[config.mk]
export PLATFORM = sky130hd
export DESIGN_NAME = pg_domain_sequencer
export DESIGN_NICKNAME = d
export VERILOG_FILES = /design/src/rtl/pg_domain_sequencer.sv
export SDC_FILE = /design/constraint.sdc
export NUM_CORES = 1
export LEC_CHECK = 0
export ABC_AREA = 1
export CORE_AREA = 3 3 87 89
export CTS_CLUSTER_SIZE = 40
export DETAILED_ROUTE_END_ITERATION = 6
export DIE_AREA = 0 0 90 92
export PLACE_DENSITY = 0.59
export SETUP_SLACK_MARGIN = 0.3
export SYNTH_ARGS = -nofsm -noshare
export SYNTH_HDL_FRONTEND = slang
export SYNTH_SLANG_ARGS = --single-unit
[constraint.sdc]
create_clock -name clk -period 2.3 [get_ports clk]
set_input_delay 0.23 -clock clk [delete_from_list [all_inputs] [get_ports clk]]
set_output_delay 0.23 -clock clk [all_outputs]
set_load 0.02 [all_outputs]
[src/rtl/pg_domain_sequencer.sv]
// Round-robin power-domain sequencer: issues one power-gate command at a time,
// waits for that domain's done, then enforces a settle gap before the next.
module pg_domain_sequencer #(
    parameter int unsigned N_DOM    = 4,
    parameter int unsigned SETTLE_W = 8,
    parameter int unsigned TIMEOUT  = 64
) (
    input  logic                     clk,
    input  logic                     rst,
    input  logic [N_DOM-1:0]         dom_req,
    input  logic [SETTLE_W-1:0]      settle_cycles,
    input  logic                     err_clr,
    input  logic [N_DOM-1:0]         pg_done,
    output logic [N_DOM-1:0]         pg_power,
    output logic [$clog2(N_DOM)-1:0] active_dom,
    output logic                     busy,
    output logic [N_DOM-1:0]         err,
    output logic                     all_stable
);

    localparam int unsigned AW = $clog2(N_DOM);
    localparam int unsigned IW = AW + 1;
    localparam int unsigned WW = $clog2(TIMEOUT);

    typedef enum logic [1:0] {
        S_IDLE   = 2'd0,
        S_WAIT   = 2'd1,
        S_SETTLE = 2'd2
    } state_t;

    state_t              state;
    state_t              state_nxt;
    logic [AW-1:0]       ptr;
    logic [WW-1:0]       wcnt;
    logic [SETTLE_W-1:0] scnt;

    logic [N_DOM-1:0]    cand;
    logic                found;
    logic [AW-1:0]       sel;
    logic [AW-1:0]       sel_inc;
    logic [IW-1:0]       idx_w;
    logic                done_hit;
    logic                time_hit;

    logic [N_DOM-1:0]    pg_power_nxt;
    logic [AW-1:0]       active_nxt;
    logic [AW-1:0]       ptr_nxt;
    logic [WW-1:0]       wcnt_nxt;
    logic [SETTLE_W-1:0] scnt_nxt;
    logic [N_DOM-1:0]    err_nxt;
    logic                busy_nxt;

    // Round-robin pick of the first mismatched, non-quarantined domain from ptr
    always_comb begin
        cand  = (dom_req ^ pg_power) & ~err;
        found = 1'b0;
        sel   = '0;
        idx_w = '0;
        for (int k = 0; k < N_DOM; k++) begin
            idx_w = {1'b0, ptr} + IW'(k);
            if (idx_w >= IW'(N_DOM)) begin
                idx_w = idx_w - IW'(N_DOM);
            end
            if (!found && cand[idx_w[AW-1:0]]) begin
                found = 1'b1;
                sel   = idx_w[AW-1:0];
            end
        end
        sel_inc = (sel == AW'(N_DOM - 1)) ? '0 : sel + AW'(1);
    end

    // Done on the first WAIT cycle is stale from the previous state and is ignored
    always_comb begin
        done_hit = (state == S_WAIT) && (wcnt != '0) && pg_done[active_dom];
        time_hit = (state == S_WAIT) && !done_hit && (wcnt == WW'(TIMEOUT - 1));
    end

    always_ff @(posedge clk or negedge rst) begin
        if (!rst) begin
            state <= S_IDLE;
        end else begin
            state <= state_nxt;
        end
    end

    always_comb begin
        state_nxt = state;
        case (state)
            S_IDLE: begin
                if (found) begin
                    state_nxt = S_WAIT;
                end
            end
            S_WAIT: begin
                if (done_hit || time_hit) begin
                    state_nxt = (settle_cycles == '0) ? S_IDLE : S_SETTLE;
                end
            end
            S_SETTLE: begin
                if (scnt == SETTLE_W'(1)) begin
                    state_nxt = S_IDLE;
                end
            end
            default: state_nxt = S_IDLE;
        endcase
    end

    always_comb begin
        pg_power_nxt = pg_power;
        active_nxt   = active_dom;
        ptr_nxt      = ptr;
        wcnt_nxt     = wcnt;
        scnt_nxt     = scnt;
        err_nxt      = err_clr ? '0 : err;
        busy_nxt     = (state_nxt != S_IDLE);
        case (state)
            S_IDLE: begin
                if (found) begin
                    pg_power_nxt[sel] = dom_req[sel];
                    active_nxt        = sel;
                    ptr_nxt           = sel_inc;
                    wcnt_nxt          = '0;
                end
            end
            S_WAIT: begin
                if (done_hit) begin
                    scnt_nxt = settle_cycles;
                end else if (time_hit) begin
                    err_nxt[active_dom] = 1'b1;
                    scnt_nxt            = settle_cycles;
                end else begin
                    wcnt_nxt = wcnt + WW'(1);
                end
            end
            S_SETTLE: begin
                scnt_nxt = scnt - SETTLE_W'(1);
            end
            default: ;
        endcase
    end

    always_ff @(posedge clk or negedge rst) begin
        if (!rst) begin
            pg_power   <= '0;
            active_dom <= '0;
            ptr        <= '0;
            wcnt       <= '0;
            scnt       <= '0;
            err        <= '0;
            busy       <= 1'b0;
        end else begin
            pg_power   <= pg_power_nxt;
            active_dom <= active_nxt;
            ptr        <= ptr_nxt;
            wcnt       <= wcnt_nxt;
            scnt       <= scnt_nxt;
            err        <= err_nxt;
            busy       <= busy_nxt;
        end
    end

    assign all_stable = (state == S_IDLE) && (pg_power == dom_req) && (&pg_done);

endmodule

After elaboration in Yosys (flattened, before gate mapping)
Cells that the tools add are included.
{"block": "word_totals", "inputBits": 19, "ff_bits": 29}
{"block": "op_classes", "n_reduce_logical": 26, "n_lt_le_gt_ge": 12, "bitwise_logic": 4, "mux": 46, "n_eq_ne": 10, "addsub": 10}
{"operator": "2-to-1 mux 2 bit", "n": 13}
{"operator": "< comparator 2 x 3 -> 1 bit (second input constant)", "n": 6}
{"operator": "2-to-1 mux 6 bit", "n": 3}
{"operator": "2-to-1 mux 4 bit", "n": 4}
{"operator": "2-to-1 mux 8 bit", "n": 2}
{"operator": "case mux 8 bit (2 select lines)", "n": 1}
{"operator": "binary-select mux 1 bit (select 2 bit)", "n": 6}
{"operator": "2-to-1 mux 1 bit", "n": 12}
{"operator": "case mux 6 bit (2 select lines)", "n": 1}
{"operator": "logical AND 1 bit", "n": 11}
{"operator": "greater-or-equal comparator 3 bit (second input constant)", "n": 3}
{"operator": "equality test 8 x 1 -> 1 bit (second input constant)", "n": 1}
{"operator": "zero test 8 bit", "n": 1}
{"operator": "AND reduction 4 bit", "n": 2}
{"operator": "subtractor 2 x 1 -> 2 bit (second input constant)", "n": 4}
{"operator": "subtractor 8 x 1 -> 8 bit (second input constant)", "n": 1}
{"operator": "adder 2 x 2 -> 3 bit (second input constant)", "n": 2}
{"operator": "adder 6 x 1 -> 6 bit (second input constant)", "n": 1}
{"operator": "equality test 6 bit (second input constant)", "n": 1}
{"operator": "inequality test 2 bit (second input constant)", "n": 3}
{"operator": "case mux 2 bit (3 select lines)", "n": 1}
{"operator": "nonzero test 2 bit", "n": 3}
{"operator": "nonzero test 6 bit", "n": 1}
{"operator": "bitwise AND 4 bit", "n": 1}
{"operator": "other kinds (17)", "n": 24}

Depth between registers and ports, before layout
Gate-level depths: netlist of the first run.
{"block": "depth", "ltp_word": 19, "mapped_depth": 16, "depth_no_buf": 16}

Worst setup path before layout of the first run
OpenSTA, ideal clock, no wires.
{"block": "synth_timing", "path_kind": "register to register", "startpoint": "reg pg_power[3]", "endpoint": "reg ptr[1]", "path_slack_ps": 405, "stages_incl_launch_ff": 12, "setup_time_ps": 128, "synth_period_minus_slack_ps": 1895, "t_arrival_ps": 1767, "path_cell_list": "dfrtp_1 inv_1 nand2_1 nand4_1 nand2_1 o21ai_2 nand4_4 nand3_4 inv_1 ha_1 nor2_1 a21oi_1"}
{"block": "synth_via", "elab_chain_cells": 16}
{"element": "from (decl)", "line_no": "14", "text": "output logic [N_DOM-1:0] pg_power,"}
{"element": "from (signal assigned)", "line_no": "152", "text": "pg_power <= pg_power_nxt;"}
{"element": "XOR 4 bit *", "line_no": "55", "text": "cand = (dom_req ^ pg_power) & ~err;"}
{"element": "bitwise AND 4 bit *", "line_no": "55"}
{"element": "binary-select mux 1 bit (select 2 bit)", "line_no": "64", "text": "if (!found && cand[idx_w[AW-1:0]]) begin"}
{"element": "2-to-1 mux 1 bit (implied by the code)", "line_no": "64"}
{"element": "2-to-1 mux 1 bit", "line_no": "64"}
{"element": "zero test 1 bit", "line_no": "64"}
{"element": "logical AND 1 bit", "line_no": "64"}
{"element": "2-to-1 mux 1 bit", "line_no": "64"}
{"element": "[... 2 more ...]"}
{"element": "2-to-1 mux 1 bit", "line_no": "64"}
{"element": "zero test 1 bit", "line_no": "64"}
{"element": "logical AND 1 bit", "line_no": "64"}
{"element": "2-to-1 mux 2 bit *", "line_no": "64"}
{"element": "named net sel[0]", "line_no": "39", "text": "logic [AW-1:0] sel;"}
{"element": "adder 2 x 1 -> 2 bit or equality test 2 bit (tied branches)", "line_no": "69", "text": "sel_inc = (sel == AW'(N_DOM - 1)) ? '0 : sel + AW'(1);"}
{"element": "2-to-1 mux 2 bit *", "line_no": "69"}
{"element": "named net sel_inc[1]", "line_no": "40", "text": "logic [AW-1:0] sel_inc;"}
{"element": "to (signal assigned)", "line_no": "154", "text": "ptr <= ptr_nxt;"}
{"element": "to (decl)", "line_no": "33", "text": "logic [AW-1:0] ptr;"}
Mark *: on every way through the listed nets, which the timed path passes. The rest lies on a longest branch. The select of a mux whose other input is x is not followed.
A chain may end at the register's enable or synchronous reset.

Worst setup path after layout of the first run
{"block": "layout_timing", "startpoint": "reg ptr[0]", "endpoint": "reg busy"}
{"block": "layout_via", "elab_chain_cells": 17}
{"element": "parallel branches: the longest is 13 deep, another holds adder 2 x 1 -> 3 bit"}
{"element": "2-to-1 mux 1 bit *", "line_no": "64"}
{"element": "2-to-1 mux 2 bit *", "line_no": "90", "text": "if (found) begin"}
{"element": "case mux 2 bit (3 select lines) *", "line_no": "88", "text": "case (state)"}
{"element": "nonzero test 2 bit *", "line_no": "115", "text": "busy_nxt = (state_nxt != S_IDLE);"}
{"element": "named net busy_nxt", "line_no": "51", "text": "logic busy_nxt;"}
{"element": "to (signal assigned)", "line_no": "158", "text": "busy <= busy_nxt;"}
{"element": "to (decl)", "line_no": "16", "text": "output logic busy,"}
Mark *: on every way through the listed nets, which the timed path passes. The select of a mux whose other input is x is not followed.

==> impl_metrics.toml, run 1 <==
[run_status]
status = "complete, no violations"

[critical_path]
end_kind = "flip-flop"
reg2reg_to = "busy"
cp.required_ns = 2.46
rr_startpoint = "ptr[0]"
worstPathMaxFanout = 11
r2r_cells = 9
start_kind = "flip-flop"
arrival_ns = 2.12
crit_type = "reg -> reg"
rrSetupSlack_ns = 0.33

[cts]
cts.sinks = 29
root_buffer = "clkbuf_8"
cts_made_buffers = 5
clock_path_buffers = 2
htree_levels = 2
clkSlewWorstSetupHoldPaths_ns = 0.06
hold_buffers = 0
clock_latency_ns = 0.28
cts_tree = "yes"

[die]
die_x_um = 90
die_y_um = 92
core_area_um2 = 6830
start_util = 0.301
row_count = 30
dieArea_um2 = 8280
io-pin-count = 31

[power_and_ir_drop]
ir_drop_v = 0.000159
p_leak_nw = 1.33
finalPower_mw = 1.07
powerDensity_nw_per_um2 = 365

[synthesis]
syn_area_um2 = 2060
syn_inst = 268
async_flop_share = 1.00
synthDistinctLibCells = 34
syn_area_per_cell_um2 = 7.68
synth.area.top_cells = "dfrtp_1 (35%), nand2_1 (12%), inv_1 (7.1%), nand3_1 (5.6%), nand4_1 (5.2%)"
synth-seq-area-share = 0.353
synth_top_area_frac = 0.353
synth_edf_count = 0
synth_warnings = 0
ys.flop_type = "dfrtp_1"
ys_ff_latch = 29
synth_largest_area_cell = "dfrtp_1"
synth_nets = 295

[drt]
vias = 2046
final_antenna_net_count = 0
wl_um = 5390
wire_per_inst_um = 12.5
vias_per_cell = 4.76
drt_iter0_drc = 97
firstDrtPassIters = 4
drc = 0

[sta]
rsz0062_at_grt = "yes"
max_slew_margin = 0.742
setup_viol = 0
tightest_slew_ns = 0.386
finalCritPeriodShare = 0.855
slew_violations = 0
hold_viol = 0
clock_skew_ns = 0.00672
layout_min_cycle_time_ns = 1.97
max_freq_mhz = 509

[global_route]
grt_overflow = 0
antenna_found_initial = 0
grt_pass1_vias = 1847
grt_usage = 0.125
grt_pass1_wl_um = 8580
grt_max_degree = 30

[placed_design]
gp_congestion = 0.893
postPlaceCellArea_um2 = 2500
hpwl_um = 3790
io_buffers = 30

[cells_and_area]
nNetsFinal = 361
area_growth_pct = 42.6
post-route-util = 0.429
final_cell_area_um2 = 2930
n_antenna_cell = 0
layout-drive-gt1-share = 0.287

[hold_path]
min_path_type = "in -> async"

[job]
cap_violations = 0
## state kept, by name, summed over array words and instances (netlist names)
| signal | count |
|---|---|
| active_dom | 2 |
| busy | 1 |
| err | 4 |
| pg_power | 4 |
| ptr | 2 |
| scnt | 8 |
| state | 2 |
| wcnt | 6 |
## power by group
part | internal (mW) | total, mW | switching, mW
Clock | 0.237 | 0.422 | 0.186
Combinational | 0.0646 | 0.138 | 0.0737
Sequential | 0.510 | 0.510 | 0.0000000000000000867
## area by class of cell
class	count	area (um^2)
timing repair buffer	62	554
tap	96	120
clock buffer	7	86.3
multi-input combinational	193	1270
fill	709	3900
inverter	43	170
sequential	29	728
## stage by stage
stage	worst slack, ns	cells	hold WS, ns	setup TNS [ns]
2_1_floorplan	0.405	268	-0.0656	0
3_3_place_gp	-0.00365	398	0.540	-0.00365
3_5_place_dp	0.0208	398	0.546	0
4_1_cts	0.302	411	0.346	0
5_1_grt	0.227	430	0.371	0
6_report	0.334	430	0.331	0
## per-layer routing
metal	global-route usage	part of all wire	vias to the layer above
li1	-	-	1029
met1	0.163	0.45	970
met2	0.207	0.50	38
met3	0.0238	0.034	9
met4	0.0434	0.014	0
met5	0	0	-
## cells in the final DEF (no fill, tap or decap), types with 11 or more instances in the layout
master           Yosys  final
nand3_1             23     19
nand2_1             64     54
dfrtp_1             29     27
inv_1               39     34
nor2_1              14     13
o21ai_0             16     12
nand2_2              4     11
nand4_1             17     17
clkdlybuf4s50_1      0     28
buf_4                1     30
## Yosys cell counts, types with 3 or more instances
cell      number
ha_1           8
nand4_1       17
dfrtp_1       29
nand2_2        4
xor2_1         4
inv_1         39
o21ai_2        6
nor4_1         5
o211ai_1       3
o21ai_0       16
a21oi_1        3
nor2_1        14
nand2_1       64
o32ai_1        4
inv_2          3
nand3_2        4
nand3_1       23
## what timing repair did
action,in CTS,in global routing
gates resized for setup,8,42
endpoints found under the setup margin,13,13
pin swaps,7,29
buffers inserted,6,19
## worst max-delay path by stage
stage,end,from,cells after the start,slack (ns)
3_3_place_gp,all_stable,dom_req[1],8,-0.004
3_5_place_dp,ptr[1],dom_req[1],15,0.02
5_1_grt,pg_power[1],ptr[0],13,0.23
4_1_cts,pg_power[1],ptr[0],13,0.30
2_1_floorplan,ptr[1],pg_power[3],11,0.41
6_report,busy,ptr[0],9,0.33
## critical path, cell delays in order, from the launching register on
cell	delay (ns)
dfrtp_2	0.51
inv_4	0.07
nand4_1	0.13
nand2_2	0.10
o21ai_4	0.26
nand4_4	0.17
buf_6	0.16
nand3_4	0.09
nand2_8	0.09
or2_1	0.25
## cell families (layout without fill, tap and decap cells)
logic type	Yosys count	in the layout	share of synthesized area
AOI/OAI and AO/OA	37	37	0.122
buffers and inverters	46	112	0.0937
xor gates and xnor gates	5	5	0.0249
DFF	29	29	0.353
adders and majority gates	8	8	0.0487
and+or+nand+nor	143	143	0.358
Note: power is estimated with default switching activity, not from simulation.
==> run 2: changes to the inputs <==
CTS_CLUSTER_DIAMETER = 80   (was not set)
==> results of run 2 <==
No change in the layout: final DEF, timing and power equal those of run 1.
